===== src/rtl/fp_exp_arbiter_pkg.sv =====
// rtl/fp_exp_arbiter_pkg.sv - shared constants, tag type and round-robin pick for fp_exp_arbiter
// The grant search runs over NUM_REQ_MAX bits; unused requester bits are tied low by the caller.
package fp_exp_arb_pkg;

  localparam int FP_EXP_LATENCY = 17;
  localparam int NUM_REQ_MAX    = 8;

  typedef logic [$clog2(NUM_REQ_MAX)-1:0] tag_t;

  // Zero bits above NUM_REQ make a mod-8 search order identical to a mod-NUM_REQ one.
  function automatic logic [NUM_REQ_MAX-1:0] rr_pick(input logic [NUM_REQ_MAX-1:0] valid,
                                                     input tag_t ptr);
    logic [NUM_REQ_MAX-1:0] grant;
    tag_t idx;
    grant = '0;
    for (int k = NUM_REQ_MAX - 1; k >= 0; k--) begin
      idx = ptr + tag_t'(k);
      if (valid[idx]) begin
        grant      = '0;
        grant[idx] = 1'b1;
      end
    end
    return grant;
  endfunction

endpackage


===== src/rtl/fp_exp_arbiter_if.sv =====
// rtl/fp_exp_arbiter_if.sv - requester, exponent-unit and result streams of fp_exp_arbiter
// master is the surrounding environment, slave is the arbiter.
interface fp_exp_arb_if #(
  parameter int NUM_REQ = 4,
  parameter int DATA_W  = 32
);
  logic [NUM_REQ-1:0]             req_valid;
  logic [NUM_REQ-1:0][DATA_W-1:0] req_data;
  logic [NUM_REQ-1:0]             req_ready;

  logic                           exp_snk_valid;
  logic [DATA_W-1:0]              exp_snk_data;
  logic                           exp_snk_ready;

  logic                           exp_src_valid;
  logic [DATA_W-1:0]              exp_src_data;
  logic                           exp_src_ready;

  logic [NUM_REQ-1:0]             res_valid;
  logic [DATA_W-1:0]              res_data;
  logic [NUM_REQ-1:0]             res_ready;

  modport master (
    output req_valid, req_data, exp_snk_ready, exp_src_valid, exp_src_data, res_ready,
    input  req_ready, exp_snk_valid, exp_snk_data, exp_src_ready, res_valid, res_data
  );

  modport slave (
    input  req_valid, req_data, exp_snk_ready, exp_src_valid, exp_src_data, res_ready,
    output req_ready, exp_snk_valid, exp_snk_data, exp_src_ready, res_valid, res_data
  );
endinterface


===== src/rtl/fp_exp_arbiter_tag_fifo.sv =====
// rtl/fp_exp_arbiter_tag_fifo.sv - in-order register FIFO holding requester tags of in-flight operands
// Push into a full FIFO is accepted when a pop happens in the same cycle.
module tag_fifo #(
  parameter int DEPTH = 32,
  parameter int WIDTH = 3
) (
  input  logic                     clk,
  input  logic                     rst,
  input  logic                     push,
  input  logic [WIDTH-1:0]         push_data,
  input  logic                     pop,
  output logic [WIDTH-1:0]         pop_data,
  output logic                     full,
  output logic                     empty,
  output logic [$clog2(DEPTH):0]   count
);
  localparam int AW = $clog2(DEPTH);

  logic [WIDTH-1:0] r_mem [DEPTH];
  logic [AW-1:0]    r_wr_ptr;
  logic [AW-1:0]    r_rd_ptr;
  logic [AW:0]      r_count;
  logic             w_push_en;
  logic             w_pop_en;

  assign empty     = (r_count == '0);
  assign full      = (r_count == (AW+1)'(DEPTH));
  assign count     = r_count;
  assign pop_data  = r_mem[r_rd_ptr];
  assign w_pop_en  = pop && !empty;
  assign w_push_en = push && (!full || w_pop_en);

  always_ff @(posedge clk) begin
    if (w_push_en) r_mem[r_wr_ptr] <= push_data;
  end

  always_ff @(posedge clk) begin
    if (rst) begin
      r_wr_ptr <= '0;
      r_rd_ptr <= '0;
      r_count  <= '0;
    end else begin
      if (w_push_en) r_wr_ptr <= r_wr_ptr + 1'b1;
      if (w_pop_en)  r_rd_ptr <= r_rd_ptr + 1'b1;
      case ({w_push_en, w_pop_en})
        2'b10:   r_count <= r_count + 1'b1;
        2'b01:   r_count <= r_count - 1'b1;
        default: r_count <= r_count;
      endcase
    end
  end
endmodule


===== src/rtl/fp_exp_arbiter.sv =====
// rtl/fp_exp_arbiter.sv - round-robin share of one exponent pipeline among NUM_REQ requesters
// Optional FP_EXP_ARB_STATS_EN adds per-requester grant counters and an in-flight high-water mark.
module fp_exp_arbiter
  import fp_exp_arb_pkg::*;
#(
  parameter int NUM_REQ   = 4,
  parameter int DATA_W    = 32,
  parameter int TAG_DEPTH = 32
) (
  input  logic                     clk,
  input  logic                     rst,
  fp_exp_arb_if.slave              bus,
  output logic                     orphan_err
`ifdef FP_EXP_ARB_STATS_EN
  ,
  output logic [NUM_REQ-1:0][31:0] grant_cnt,
  output logic [$clog2(TAG_DEPTH):0] max_inflight
`endif
);
  localparam int CW = $clog2(TAG_DEPTH) + 1;

  logic                   r_or_valid;
  logic [DATA_W-1:0]      r_or_data;
  tag_t                   r_rr_ptr;
  logic                   r_orphan;

  logic                   w_or_can_load;
  logic                   w_issue_en;
  logic                   w_accept;
  logic [NUM_REQ_MAX-1:0] w_grant_all;
  logic [NUM_REQ-1:0]     w_grant;
  tag_t                   w_gidx;
  tag_t                   w_next_ptr;
  logic [DATA_W-1:0]      w_issue_data;

  logic                   w_tag_full;
  logic                   w_tag_empty;
  logic [CW-1:0]          w_tag_count;
  tag_t                   w_head;
  logic                   w_head_ready;
  logic                   w_pop;

  assign w_or_can_load = !r_or_valid || bus.exp_snk_ready;
  assign w_grant_all   = rr_pick(NUM_REQ_MAX'(bus.req_valid), r_rr_ptr);
  assign w_grant       = w_grant_all[NUM_REQ-1:0];
  assign w_issue_en    = w_or_can_load && !w_tag_full;
  assign bus.req_ready = w_issue_en ? w_grant : '0;
  assign w_accept      = w_issue_en && (|w_grant);
  assign w_next_ptr    = (w_gidx == tag_t'(NUM_REQ - 1)) ? '0 : w_gidx + 1'b1;

  always_comb begin
    w_gidx       = '0;
    w_issue_data = '0;
    for (int i = 0; i < NUM_REQ; i++) begin
      if (w_grant[i]) begin
        w_gidx       = tag_t'(i);
        w_issue_data = bus.req_data[i];
      end
    end
  end

  always_ff @(posedge clk) begin
    if (rst) begin
      r_or_valid <= 1'b0;
      r_or_data  <= '0;
      r_rr_ptr   <= '0;
      r_orphan   <= 1'b0;
    end else begin
      if (w_accept) begin
        r_or_valid <= 1'b1;
        r_or_data  <= w_issue_data;
        r_rr_ptr   <= w_next_ptr;
      end else if (bus.exp_snk_ready) begin
        r_or_valid <= 1'b0;
      end
      if (bus.exp_src_valid && w_tag_empty) r_orphan <= 1'b1;
    end
  end

  assign bus.exp_snk_valid = r_or_valid;
  assign bus.exp_snk_data  = r_or_data;
  assign orphan_err        = r_orphan;

  tag_fifo #(
    .DEPTH (TAG_DEPTH),
    .WIDTH ($bits(tag_t))
  ) u_tag_fifo (
    .clk       (clk),
    .rst       (rst),
    .push      (w_accept),
    .push_data (w_gidx),
    .pop       (w_pop),
    .pop_data  (w_head),
    .full      (w_tag_full),
    .empty     (w_tag_empty),
    .count     (w_tag_count)
  );

  // With no tag outstanding, a result is an orphan and is swallowed.
  always_comb begin
    w_head_ready = 1'b0;
    for (int i = 0; i < NUM_REQ; i++) begin
      bus.res_valid[i] = bus.exp_src_valid && !w_tag_empty && (w_head == tag_t'(i));
      if (w_head == tag_t'(i)) w_head_ready = bus.res_ready[i];
    end
  end

  assign bus.res_data      = bus.exp_src_data;
  assign bus.exp_src_ready = w_tag_empty ? bus.exp_src_valid : w_head_ready;
  assign w_pop             = bus.exp_src_valid && !w_tag_empty && w_head_ready;

`ifdef FP_EXP_ARB_STATS_EN
  logic [NUM_REQ-1:0][31:0] r_grant_cnt;
  logic [CW-1:0]            r_max_inflight;

  always_ff @(posedge clk) begin
    if (rst) begin
      r_grant_cnt    <= '0;
      r_max_inflight <= '0;
    end else begin
      for (int i = 0; i < NUM_REQ; i++) begin
        if (w_accept && w_grant[i]) r_grant_cnt[i] <= r_grant_cnt[i] + 32'd1;
      end
      if (w_tag_count > r_max_inflight) r_max_inflight <= w_tag_count;
    end
  end

  assign grant_cnt    = r_grant_cnt;
  assign max_inflight = r_max_inflight;
`else
  logic w_unused_count;
  assign w_unused_count = ^w_tag_count;
`endif

endmodule


===== src/flat_wrapper.sv =====
// flat-port wrapper written by rule: the top's interface ports become plain ports
module fp_exp_arbiter_flat import fp_exp_arb_pkg::*;
#(
  parameter int NUM_REQ   = 4,
  parameter int DATA_W    = 32,
  parameter int TAG_DEPTH = 32
)
  (clk, rst, orphan_err, bus_req_valid, bus_req_data, bus_exp_snk_ready, bus_exp_src_valid, bus_exp_src_data, bus_res_ready, bus_req_ready, bus_exp_snk_valid, bus_exp_snk_data, bus_exp_src_ready, bus_res_valid, bus_res_data);
  fp_exp_arb_if #(.NUM_REQ(NUM_REQ), .DATA_W(DATA_W)) bus_i ();
  input  logic clk;
  input  logic rst;
  output logic orphan_err;
  input wire logic [$bits(bus_i.req_valid)-1:0] bus_req_valid;
  input wire logic [$bits(bus_i.req_data)-1:0] bus_req_data;
  input wire logic [$bits(bus_i.exp_snk_ready)-1:0] bus_exp_snk_ready;
  input wire logic [$bits(bus_i.exp_src_valid)-1:0] bus_exp_src_valid;
  input wire logic [$bits(bus_i.exp_src_data)-1:0] bus_exp_src_data;
  input wire logic [$bits(bus_i.res_ready)-1:0] bus_res_ready;
  output wire logic [$bits(bus_i.req_ready)-1:0] bus_req_ready;
  output wire logic [$bits(bus_i.exp_snk_valid)-1:0] bus_exp_snk_valid;
  output wire logic [$bits(bus_i.exp_snk_data)-1:0] bus_exp_snk_data;
  output wire logic [$bits(bus_i.exp_src_ready)-1:0] bus_exp_src_ready;
  output wire logic [$bits(bus_i.res_valid)-1:0] bus_res_valid;
  output wire logic [$bits(bus_i.res_data)-1:0] bus_res_data;
  assign bus_i.req_valid = bus_req_valid;
  assign bus_i.req_data = bus_req_data;
  assign bus_i.exp_snk_ready = bus_exp_snk_ready;
  assign bus_i.exp_src_valid = bus_exp_src_valid;
  assign bus_i.exp_src_data = bus_exp_src_data;
  assign bus_i.res_ready = bus_res_ready;
  assign bus_req_ready = bus_i.req_ready;
  assign bus_exp_snk_valid = bus_i.exp_snk_valid;
  assign bus_exp_snk_data = bus_i.exp_snk_data;
  assign bus_exp_src_ready = bus_i.exp_src_ready;
  assign bus_res_valid = bus_i.res_valid;
  assign bus_res_data = bus_i.res_data;
  fp_exp_arbiter #(.NUM_REQ(NUM_REQ), .DATA_W(DATA_W), .TAG_DEPTH(TAG_DEPTH)) u_core (.clk(clk), .rst(rst), .bus(bus_i), .orphan_err(orphan_err));
endmodule

===== config.mk =====
export PLATFORM = sky130hd
export DESIGN_NAME = fp_exp_arbiter_flat
export DESIGN_NICKNAME = d
export VERILOG_FILES = /design/src/rtl/fp_exp_arbiter_pkg.sv /design/src/rtl/fp_exp_arbiter_if.sv /design/src/rtl/fp_exp_arbiter_tag_fifo.sv /design/src/rtl/fp_exp_arbiter.sv /design/src/flat_wrapper.sv
export SDC_FILE = /design/constraint.sdc
export NUM_CORES = 1
export LEC_CHECK = 0
export ABC_CLOCK_PERIOD_IN_PS = 16500
export CORE_MARGIN = 10
export CORE_UTILIZATION = 51
export DETAILED_ROUTE_END_ITERATION = 16
export GPL_TIMING_DRIVEN = 1
export PLACE_DENSITY_LB_ADDON = 0.05
export SETUP_SLACK_MARGIN = 0.1
export SLEW_MARGIN = 15
export SYNTH_ARGS = -nofsm -noshare
export SYNTH_HDL_FRONTEND = slang
export SYNTH_HIERARCHICAL = 1
export SYNTH_SLANG_ARGS = --single-unit

===== constraint.sdc =====
create_clock -name clk -period 16.5 [get_ports clk]
set_clock_uncertainty 0.1 [all_clocks]
set_input_delay 3.3 -clock clk [delete_from_list [all_inputs] [get_ports clk]]
set_output_delay 3.3 -clock clk [all_outputs]
set_load 0.01 [all_outputs]

Yosys cells after proc, flatten, opt, wreduce, memory -nomap -nowiden --
Memories as Yosys holds them, arrays and structs flattened. A register that Yosys moved wholly into a read port is not among the register bits. Index checks and enable logic that the tools add are counted.
Storage, ports and cells: register bits 53, latch bits 0, RAM bits 64, memory bits (read-only) 0, input port bits 172, output and inout bits 75, word-level logic and storage cells 133, memories kept 1
Operators by class: add/subtract/negate cells 12, multiply operators 0, divide/modulo/power cells 0, order comparisons 16, eq/ne operators 7, shift-type cells 0, mux-type cells 61, bitwise operators 0, reduce and logical (&&, ||, !) cells 29
Memories:
- u_core.u_tag_fifo.r_mem | depth 32, width 2, read ports 1, clocked after Yosys merged registers in 1, wr ports 1, line fp_exp_arbiter_tag_fifo.sv:19 | logic [WIDTH-1:0] r_mem [DEPTH];
Operators with widths (number):
- $mux 32 | 4
- $mux 4 | 9
- $lt 3x4->1 const B | 8
- $mux 1 | 26
- $bmux 1 s3 | 8
- $demux 1 s3 | 8
- $ge 3x1->1 const B | 8
- $logic_and 1x1->1 | 19
- $add 3x3->3 const B | 4
- $pmux 6 s2 | 1
- $add 5x1->5 const B | 2
- $mux 5 | 2
- $add 3x2->3 const B | 2
- $add 6x1->6 const B | 1
- $eq 3x2->1 const B | 2
- $eq 6x6->1 const B | 1
- $logic_not 6->1 | 1
- $sub 6x1->6 const B | 1
- $eq 2x2->1 const B | 2
- $mux 2 | 2
- $reduce_bool 2->1 | 2
- $reduce_or 4->1 | 1
- $add 2x1->3 const B | 1
- $add 3x1->3 const B | 1
- other kinds (6) | 9

Depth between registers and ports, before layout --
Gate-level depths: netlist (run 1).
depth after elaboration 18, gate-level depth with buffers 25, mapped depth without buffers 18

Hierarchy --
Netlist (run 1), hierarchy kept.
By module, submodules not included:
- tag_fifo | instances 1, cells each 308, area an instance 4987.3 um^2, seq. area each 3303.2 um^2
- fp_exp_arbiter | instances 1, cells each 407, area an instance 3503.4 um^2, seq. area each 720.7 um^2

Worst setup path before layout (run 1) --
Ideal clock, no wire load.
path type input to output, start input bus_req_valid[0], end output bus_req_ready[3], data arrival time 4898 ps, required time 13100 ps, path slack 8202 ps, cell stages on the path 7, buffers on the path 1, path through mux4_2 o211a_1 a311oi_1 o21ai_0 o21ai_1 clkbuf_1 nor2_1
Between the ends: cells in the longest elaborated chain, start to end 11
Ends and longest elaborated chain:
- start, declared | line flat_wrapper.sv:13 | input wire logic [$bits(bus_i.req_valid)-1:0] bus_req_valid;
- $bmux 1 s3 | line fp_exp_arbiter_pkg.sv:18 | if (valid[idx]) begin
- $mux 1 (implied by the code) | line fp_exp_arbiter_pkg.sv:18
- $mux 4 (7 in series) | line fp_exp_arbiter_pkg.sv:18
- $mux 4 * | line fp_exp_arbiter_pkg.sv:18
- $mux 4 * | line fp_exp_arbiter.sv:47 | assign bus.req_ready = w_issue_en ? w_grant : '0;
- end, declared | line flat_wrapper.sv:19 | output wire logic [$bits(bus_i.req_ready)-1:0] bus_req_ready;
Every way passes the cells marked *; elsewhere a longest branch is shown, timed or not. The select of a mux whose other input is x is not followed.

Worst setup path in the final report (run 1) --
start input bus_req_valid[3], end output bus_req_ready[3]
Same word-level chain as after synthesis.

==> results of run 1 <==
-- cells by family after synthesis --
logic type / Yosys count / share of synthesized area, %
multiplexers: 48 / 10.8
XOR/XNOR: 11 / 1.13
buffers and inverters: 105 / 6.98
flip-flops: 153 / 47.4
AND/OR/NAND/NOR: 233 / 14.3
adder cells (fa/ha/maj): 18 / 2.74
other: 1 / 0.0442
AO/OA/AOI/OAI: 146 / 16.6
-- power by group through the flow --
stage / Sequential (mW) / Combinational (mW) / Clock [mW]
3_3_place_gp: 0.545 / 0.891 / 0
3_5_place_dp: 0.548 / 0.911 / 0
2_1_floorplan: 0.548 / 0.659 / 0
5_1_grt: 0.545 / 0.999 / 0.400
4_1_cts: 0.540 / 0.913 / 0.385
6_report: 0.541 / 0.918 / 0.376
-- cells in the mapped netlist, types with 2 or more instances --
library cell and count:
o211ai_1 3, nand3_1 38, xnor2_1 5, ha_1 17, o32ai_1 2, nand2b_1 6, nor2b_1 4, edfxtp_1 96
buf_4 35, nand3b_1 35, buf_6 7, o41ai_2 32, a211oi_1 33, inv_1 15, xor2_1 6, and3_1 5
buf_2 12, mux2_2 6, or3b_2 2, o2bb2ai_1 33, mux2i_1 7, o21ai_0 5, nand2_1 16, o21ai_1 2
buf_1 3, dfxtp_1 57, o31ai_1 5, clkbuf_1 33, nor2_1 94, nand4_1 3, nand4b_1 3, nor3_1 7
and2_4 2, mux4_2 34, a21oi_1 13, and2_1 3, or3_1 6, o22ai_1 2
-- worst paths after layout --
check                                                      from                                 endpoint  slack, ns  depth (start not counted)
worst max-delay path                           bus_req_valid[3]                         bus_req_ready[3]       7.05                          9
worst min-delay path             u_core/orphan_err$_SDFFE_PP0P_           u_core/orphan_err$_SDFFE_PP0P_       0.38                          2
worst min register to register   u_core/orphan_err$_SDFFE_PP0P_           u_core/orphan_err$_SDFFE_PP0P_       0.38                          2
worst max register to register  u_core/r_rr_ptr[0]$_SDFFE_PP0P_  u_core/u_tag_fifo/count[5]$_SDFFE_PP0P_       9.57                         20
-- cell type report --
type,count,share of cell area (%)
clock inverter,15,1.44
clock buffer,17,3.92
antenna,1,0.0231
timing repair buffer,193,17.5
sequential,153,37.1
tap,220,2.54
inverter,15,0.519
multi-input combinational,488,36.9
-- through the flow --
stage	hold WS (ns)	instances	total power, mW
4_1_cts	0.390	1101	1.84
5_1_grt	0.425	1102	1.94
3_5_place_dp	0.375	1069	1.46
6_report	0.382	1102	1.83
2_1_floorplan	0.372	746	1.21
3_3_place_gp	0.369	1069	1.44
-- worst max-delay path: stages --
cell and delay, ns:
clkdlybuf4s50_1 0.52, mux4_2 0.50, o211a_1 0.18, a311oi_1 0.28, o21ai_0 0.20, o21ai_2 0.09
buf_4 0.40, nor2_1 0.08, clkdlybuf4s50_1 0.49
-- metal layers --
layer	track usage (%)	up-vias	part of all wire (%)
li1	-	2997	-
met1	26.0	3191	39
met2	35.9	295	50
met3	6.92	41	8.0
met4	7.65	0	2.5
met5	0	-	0
-- placed cells by master (no fill, tap or decap), types with 12 or more instances in the layout --
cell,instances
a211oi_1,33
a21oi_1,13
buf_4,12
clkbuf_16,17
clkdlybuf4s50_1,181
conb_1,32
dfxtp_1,57
edfxtp_1,96
ha_1,17
inv_1,15
mux4_2,34
nand2_1,16
nand3_1,38
nand3b_1,35
nor2_1,93
o2bb2ai_1,33
o41ai_2,32
-- state kept, by name, indices dropped and copies added, names as in the netlist, named ones only --
name / count
u_core/bus.exp_snk_valid: 1
u_core/u_tag_fifo/count: 6
u_core/u_tag_fifo/r_mem: 96
u_core/u_tag_fifo/r_wr_ptr: 5
u_core/r_rr_ptr: 2
u_core/u_tag_fifo/r_rd_ptr: 5
u_core/orphan_err: 1
u_core/bus.exp_snk_data: 32
==> summary.txt, run 1 <==
Run status
  – Outcome: finished clean

Worst setup path
  – WP data arrival: 6.05 ns
  – Critical path class: input port to primary output
  – CP Data Required Time: 13.10 ns
  – Type of destination of the critical path: primary output
  – Crit Path Max Fanout: 36
  – Crit path launch type: input port

Pwr
  – Combinational power share: 50.0%
  – Part of the power in registers: 29.5%
  – Clock power frac: 20.5%
  – Sw Pwr: 771 uW
  – PwrDens: 169 nW/um^2
  – Internal power: 1.06 mW
  – Leak pwr: 3.84 nW
  – Sw Ratio: 42.0%
  – Worst vdd ir: 0.000104 V

Timing
  – Final Hold Viols: 0
  – Fin. max-slew vios: 0
  – Final count of negative-setup-slack endpoints: 0
  – Setup ws final: 7.05 ns
  – Max-slew headroom: 26.7%
  – Fin crit share: 57.3%
  – Setup TNS Final: 0 ns
  – Clock period minus worst slack: 9.45 ns
  – Slew @ Worst Pin: 1.10 ns
  – Unrepaired setup endpoints after global routing: no
  – FMAX: 0.106 GHz

Route
  – Drt pass-1 iters: 4
  – DR vias: 6524
  – DRC errors left: 0
  – Final ANT Viol Nets: 0
  – Vias per cell: 5.92
  – Wire per inst: 22.2 um
  – DR iter-0 viols: 447
  – Routed wire length: 24.4 mm

Floorplanning
  – Die area: 22200 sq um
  – Die H: 149 um
  – Core ar.: 16500 sq um
  – Width of the chip: 149 um
  – Row count: 47
  – I/O pin count: 247
  – Initial core utilization: 51.6%

Logic synthesis
  – Synth async-reset ratio: 0%
  – Synth Flop Type: edfxtp_1
  – Part of the Yosys area used for sequential elements: 47.4%
  – Number of synthesized register bits: 153
  – Post-Synthesis Cells: 715
  – Main area contributors after synthesis: edfxtp_1 34%, dfxtp_1 13%, mux4_2 9.0%
  – Syn Area/Cell: 11.9 sq um
  – Synth cell types: 66
  – Yosys warnings: 6
  – EDFF count, synth: 96
  – Post-Syn Area: 8490 sq um
  – Top cell type's share of synthesized area: 34.0%
  – Post-synth top area cell: edfxtp_1

GRT
  – Vias in the first global route: 6780
  – Largest net degree at the start of global routing: 90
  – GRT Resource Usage Total: 21.7%
  – GRT overflow: 0
  – Initial antenna violation count: 1
  – First-pass GRT wire length: 37.6 mm

Job
  – Max cap viols: 0

Finish
  – Final core utilization: 65.9%
  – Post-route cell area: 10800 sq um
  – P&R area growth vs syn: 27.7%
  – Multi-input logic area: 4000 sq um
  – Final #Nets: 1058
  – Area taken by flip-flops and latches: 4020 sq um
  – Layout fillers: 1219
  – Share of cells above drive strength 1: 15.1%

Clock network
  – Cts repair resizes: 0
  – Number of CTS-inserted buffers: 17
  – Cts hold-fix bufs: 0
  – H-tree depth: 4
  – CTS tree: done
  – Longest Clk Path Bufs: 2
  – CTS root buf: clkbuf_16
  – CTS clock-pin slew for the worst setup and hold paths: 0.06 ns
  – Post-CTS setup buffer count: 0
  – Clk sinks: 153
  – Clk Latency, worst-skew pair: 0.43 ns

Hold path
  – Hold crit path type: flop to flop

Place
  – Placer Congestion: 0.881
  – Dpl ws: 7.10 ns
  – Placed cell areas: 10300 sq um
  – Post-DP HPWL: 17.9 mm
  – IO Port Bufs: 182
No activity file was read; power rests on OpenSTA's default activity.
==> run 2, diff against run 1 <==
- ABC_CLOCK_PERIOD_IN_PS: 16500 -> 9200
- CORE_UTILIZATION: 51 -> 49
- clock period: 16.5 -> 9.2 ns (I/O delays scaled with it)
==> run 2 against run 1 <==
  * Core utilization down 2.1 points
  * Clock power up 91%
  * Cell count up 0.54%
  * Wire length up 1.4%
  * Sequential power up 79%
  * Critical path depth unchanged
  * Critical path type unchanged
  * Largest cell class unchanged
  * Highest routed layer unchanged
==> summary.txt, run 2 (same netlist as run 1, synthesis figures left out) <==
Place
  – Placed cell areas: 10300 sq um
  – Placed instance count: 1074
  – Placer Congestion: 0.876
  – IO Port Bufs: 182
  – Post-DP HPWL: 17.9 mm
  – Dpl ws: 2.56 ns

Timing
  – Final Hold Viols: 0
  – Setup TNS Final: 0 ns
  – Fin crit share: 70.9%
  – FMAX: 0.153 GHz
  – Unrepaired setup endpoints after global routing: no
  – Fin. max-slew vios: 0
  – Max-slew headroom: 21.7%
  – Final count of negative-setup-slack endpoints: 0
  – Slew @ Worst Pin: 1.17 ns
  – Clock period minus worst slack: 6.53 ns
  – Setup ws final: 2.67 ns

Finish
  – Final #Nets: 1058
  – P&R area growth vs syn: 28.4%
  – Max reg flops: 96
  – Final core utilization: 63.7%
  – Post-Layout Cell Count: 1108
  – Most common cell after layout, fill and taps aside: clkdlybuf4s50_1
  – Commonest cells after routing, fill and taps aside: 181 x clkdlybuf4s50_1, 96 x edfxtp_1, 93 x nor2_1, 57 x dfxtp_1, 38 x nand3_1
  – Layout fillers: 1344
  – Post-route cell area: 10900 sq um
  – Share of cells above drive strength 1: 15.2%
  – Most flop-heavy register: u_core/u_tag_fifo/r_mem

Worst setup path
  – Crit Path Max Fanout: 36
  – CP Data Required Time: 7.26 ns
  – R2R depth: 19
  – Critical path class: input port to primary output
  – WP data arrival: 4.59 ns
  – Crit path launch type: input port
  – FF-to-FF setup slack: 3.25 ns
  – Type of destination of the critical path: primary output
  – RR Startpoint: u_core/r_rr_ptr[0]$_SDFFE_PP0P_
  – Reg2reg end: u_core/u_tag_fifo/count[5]$_SDFFE_PP0P_

GRT
  – Initial antenna violation count: 0
  – GRT overflow: 0
  – Largest net degree at the start of global routing: 90
  – GRT Resource Usage Total: 21.5%
  – Vias in the first global route: 6623
  – First-pass GRT wire length: 38.2 mm

Clock network
  – Clk Latency, worst-skew pair: 0.43 ns
  – H-tree depth: 4
  – CTS clock-pin slew for the worst setup and hold paths: 0.07 ns
  – CTS tree: done
  – Post-CTS setup buffer count: 0
  – Cts hold-fix bufs: 0
  – Longest Clk Path Bufs: 2
  – Cts repair resizes: 0
  – Clk sinks: 153
  – Number of CTS-inserted buffers: 17
  – CTS root buf: clkbuf_16

Route
  – DR iter-0 viols: 477
  – DRC errors left: 0
  – Wire per inst: 22.4 um
  – Drt pass-1 iters: 6
  – DR vias: 6409
  – Vias per cell: 5.78
  – Routed wire length: 24.8 mm
  – Final ANT Viol Nets: 0

Hold path
  – Hold Path End: u_core/orphan_err$_SDFFE_PP0P_
  – Hold crit path type: flop to flop
  – WHS Path Cells: 2
  – Hold Path Origin: u_core/orphan_err$_SDFFE_PP0P_

Floorplanning
  – I/O pin count: 247
  – Core ar.: 17100 sq um
  – Die area: 23000 sq um
  – Initial core utilization: 49.6%
  – Row count: 48
  – Die H: 152 um
  – Width of the chip: 152 um

Pwr
  – Worst vdd ir: 0.000212 V
  – PwrDens: 306 nW/um^2
  – Leak pwr: 3.86 nW

Run status
  – Outcome: finished clean

Job
  – Max cap viols: 0
[run 2: changes by cell type in the layout (fill, tap and decap cells not counted), sizes merged]
cell,before,now
clkinvlp,2,0
clkinv,5,8
diode,1,2
inv,23,22
[run 2: critical path, cell delays in order]
cell             delay (ns)
clkdlybuf4s50_1        0.53
mux4_2                 0.51
o211a_1                0.19
a311oi_1               0.22
o21ai_0                0.19
o21ai_2                0.09
buf_4                  0.40
nor2_1                 0.09
clkdlybuf4s50_1        0.49
[run 2: cell type report]
cell class              count  area (sq um)  share of cell area (%)
flip-flops and latches    153          4020                    36.9
repair buffers            193          1900                    17.4
clock inverters            15           209                    1.92
multi-input cells         488          4000                    36.7
inverters                  15          56.3                   0.516
clock buffers              17           425                    3.90
well taps                 225           282                    2.58
diodes                      2          5.00                  0.0459
[run 2: metal layers]
metal  up-vias  GRT usage, %  part of all wire [%]
met1      3144          26.7                    40
met3        26          6.53                   6.8
met5         -             0                     0
met2       241          35.7                    51
met4         0          5.86                   1.4
li1       2998             -                     -
[run 2: per-stage QoR]
stage	power [mW]	hold slack [ns]
2_1_floorplan	2.16	0.372
3_3_place_gp	2.58	0.357
3_5_place_dp	2.62	0.362
4_1_cts	3.35	0.381
5_1_grt	3.54	0.426
6_report	3.34	0.375
[run 2: how the worst max path moves through the flow]
| stage | from | end | slack [ns] | depth (start not counted) |
|---|---|---|---|---|
| global route | bus_req_valid[3] | bus_req_ready[3] | 2.48 | 9 |
| floorplan | bus_req_valid[3] | u_core/u_tag_fifo/count[5]$_SDFFE_PP0P_ | 3.14 | 19 |
| detailed placement | bus_req_valid[3] | u_core/u_tag_fifo/count[5]$_SDFFE_PP0P_ | 2.56 | 18 |
| CTS | bus_req_valid[3] | bus_req_ready[2] | 2.67 | 9 |
| finish | bus_req_valid[3] | bus_req_ready[3] | 2.67 | 9 |
| global placement | bus_req_valid[3] | u_core/u_tag_fifo/count[5]$_SDFFE_PP0P_ | 2.67 | 18 |
[run 2: power breakdown]
group | total [mW] | internal [mW] | switching, mW | leakage [nW]
logic | 1.65 | 0.633 | 1.02 | 2.22
registers | 0.971 | 0.912 | 0.0581 | 1.34
clock network | 0.719 | 0.376 | 0.343 | 0.305
==> run 3, diff against run 2 <==
- ABC_CLOCK_PERIOD_IN_PS: 9200 -> 6300
- clock period: 9.2 -> 6.3 ns (I/O delays scaled with it)
==> run 3 against run 2 <==
  * Die area did not move
  * Global-route usage fell by 1.0 points
  * Critical path depth unchanged
  * Largest cell class unchanged
  * Sequential cell count stayed put
  * Core utilization down 0.39 points
  * Critical path type is now flop to primary output
  * Cell count hardly changed
  * Hold slack better by 0.0043 ns
  * Critical endpoint is now bus_req_ready[1]
==> summary.txt, run 3 (same netlist as run 1, synthesis figures left out) <==
Place
  – Dpl ws: 0.633 ns
  – Post-DP HPWL: 17.6 mm
  – IO Port Bufs: 182
  – Placer Congestion: 0.900

Clock network
  – Longest Clk Path Bufs: 2
  – H-tree depth: 4
  – Clk sinks: 153
  – Post-CTS setup buffer count: 0
  – CTS clock-pin slew for the worst setup and hold paths: 0.06 ns
  – Cts repair resizes: 0
  – Cts hold-fix bufs: 0
  – Clk Latency, worst-skew pair: 0.42 ns
  – Number of CTS-inserted buffers: 17
  – CTS tree: done
  – CTS root buf: clkbuf_16

GRT
  – Vias in the first global route: 6581
  – Initial antenna violation count: 0
  – GRT Resource Usage Total: 20.5%
  – First-pass GRT wire length: 36.6 mm
  – Largest net degree at the start of global routing: 90
  – GRT overflow: 0

Finish
  – Most common cell after layout, fill and taps aside: clkdlybuf4s50_1
  – Layout fillers: 1363
  – Max reg flops: 96
  – P&R area growth vs syn: 27.6%
  – Most flop-heavy register: u_core/u_tag_fifo/r_mem
  – Multi-input logic area: 4000 sq um
  – Commonest cells after routing, fill and taps aside: 181 x clkdlybuf4s50_1, 96 x edfxtp_1, 93 x nor2_1, 57 x dfxtp_1, 38 x nand3_1
  – Final #Nets: 1060
  – Area taken by flip-flops and latches: 4020 sq um
  – Share of cells above drive strength 1: 15.4%

Route
  – Drt pass-1 iters: 5
  – Final ANT Viol Nets: 0
  – DR iter-0 viols: 342
  – DRC errors left: 0
  – Wire per inst: 21.6 um
  – Vias per cell: 5.78
  – DR vias: 6408
  – Routed wire length: 23.9 mm

Pwr
  – PwrDens: 442 nW/um^2
  – Part of the power in registers: 29.5%
  – Internal power: 2.82 mW
  – Clock power frac: 19.9%
  – Leak pwr: 3.84 nW
  – Sw Pwr: 1.97 mW
  – Sw Ratio: 41.2%
  – Combinational power share: 50.6%
  – Worst vdd ir: 0.000375 V

Worst setup path
  – Slowest-stage cell, CP: dfxtp_1
  – CP cell instances: inv_1 -> ha_1 -> mux2_2 -> o2bb2ai_1 -> or3_1 -> a221o_1 -> and2_4 -> nor2_1 -> clkdlybuf4s50_1
  – Crit path launch type: flop
  – Crit-path max cell delay: 0.76 ns
  – Crit Path Max Fanout: 19
  – Type of destination of the critical path: primary output
  – CP Data Required Time: 4.94 ns
  – Critical path class: flop to primary output
  – Critical path's top delay family: buffers and inverters
  – WP data arrival: 4.30 ns
  – CP bufs+invs: 2

Timing
  – Unrepaired setup endpoints after global routing: no
  – Final Hold Viols: 0
  – Setup TNS Final: 0 ns
  – Fin. max-slew vios: 0
  – Setup ws final: 0.645 ns
  – FMAX: 0.177 GHz
  – Fin crit share: 89.8%
  – Final count of negative-setup-slack endpoints: 0
  – Slew @ Worst Pin: 1.01 ns
  – Max-slew headroom: 32.4%
  – Clock period minus worst slack: 5.66 ns
  – Hold_ws: 0.379 ns

Job
  – Max cap viols: 0

Hold path
  – Hold crit path type: flop to flop

Floorplanning
  – Width of the chip: 152 um
  – Core ar.: 17100 sq um
  – Initial core utilization: 49.6%
  – I/O pin count: 247
  – Die area: 23000 sq um
  – Row count: 48
  – Die H: 152 um

Run status
  – Outcome: finished clean
==> run 3: worst register-to-register path: cells and delay by family (launching register included) <==
| family | cells | cell delay (ns) |
|---|---|---|
| AO/OA/AOI/OAI | 7 | 1.72 |
| adder cells (fa/ha/maj) | 2 | 0.96 |
| buffers and inverters | 4 | 0.49 |
| flip-flops | 1 | 0.76 |
| multiplexers | 1 | 0.43 |
| AND/OR/NAND/NOR | 4 | 1.05 |
==> run 3: final cells by class <==
cell class	instances	share of cell area, %
clock inverter	14	1.15
multi-input combinational	488	36.9
antenna	1	0.0231
clock buffer	18	3.96
timing repair buffer	195	17.7
inverter	15	0.520
sequential	153	37.1
tap	225	2.60
==> run 3: routing by layer <==
metal | up-vias | routed length, um | GRT usage [%]
li1 | 2995 | - | -
met1 | 3171 | 9510 | 25.0
met2 | 217 | 12300 | 33.7
met3 | 25 | 1790 | 7.04
met4 | 0 | 352 | 6.01
met5 | - | 0 | 0
==> run 3: path summary, 6_finish.rpt <==
kind | start | to | slack (ns) | cells past startpoint
setup / recovery | u_core/r_rr_ptr[0]$_SDFFE_PP0P_ | bus_req_ready[1] | 0.64 | 9
hold / removal | u_core/orphan_err$_SDFFE_PP0P_ | u_core/orphan_err$_SDFFE_PP0P_ | 0.38 | 2
setup reg to reg | u_core/r_rr_ptr[0]$_SDFFE_PP0P_ | u_core/u_tag_fifo/count[5]$_SDFFE_PP0P_ | 0.70 | 18
hold reg to reg | u_core/orphan_err$_SDFFE_PP0P_ | u_core/orphan_err$_SDFFE_PP0P_ | 0.38 | 2
==> run 3: metrics by stage <==
step	cell area, sq um	cells	utilization [%]	total power, mW
2_1_floorplan	8610	746	-	3.16
3_3_place_gp	10300	1076	60.1	3.80
3_5_place_dp	10300	1076	60.1	3.85
4_1_cts	10800	1108	63.3	4.81
5_1_grt	10800	1108	63.3	5.08
6_report	10800	1109	63.3	4.79
==> run 3: power by group through the flow <==
stage / registers (mW) / clock network (mW) / logic (mW)
finish: 1.41 / 0.954 / 2.42
global route: 1.43 / 1.02 / 2.64
CTS: 1.41 / 0.978 / 2.42
detailed placement: 1.43 / 0 / 2.42
global placement: 1.42 / 0 / 2.38
floorplan: 1.43 / 0 / 1.72
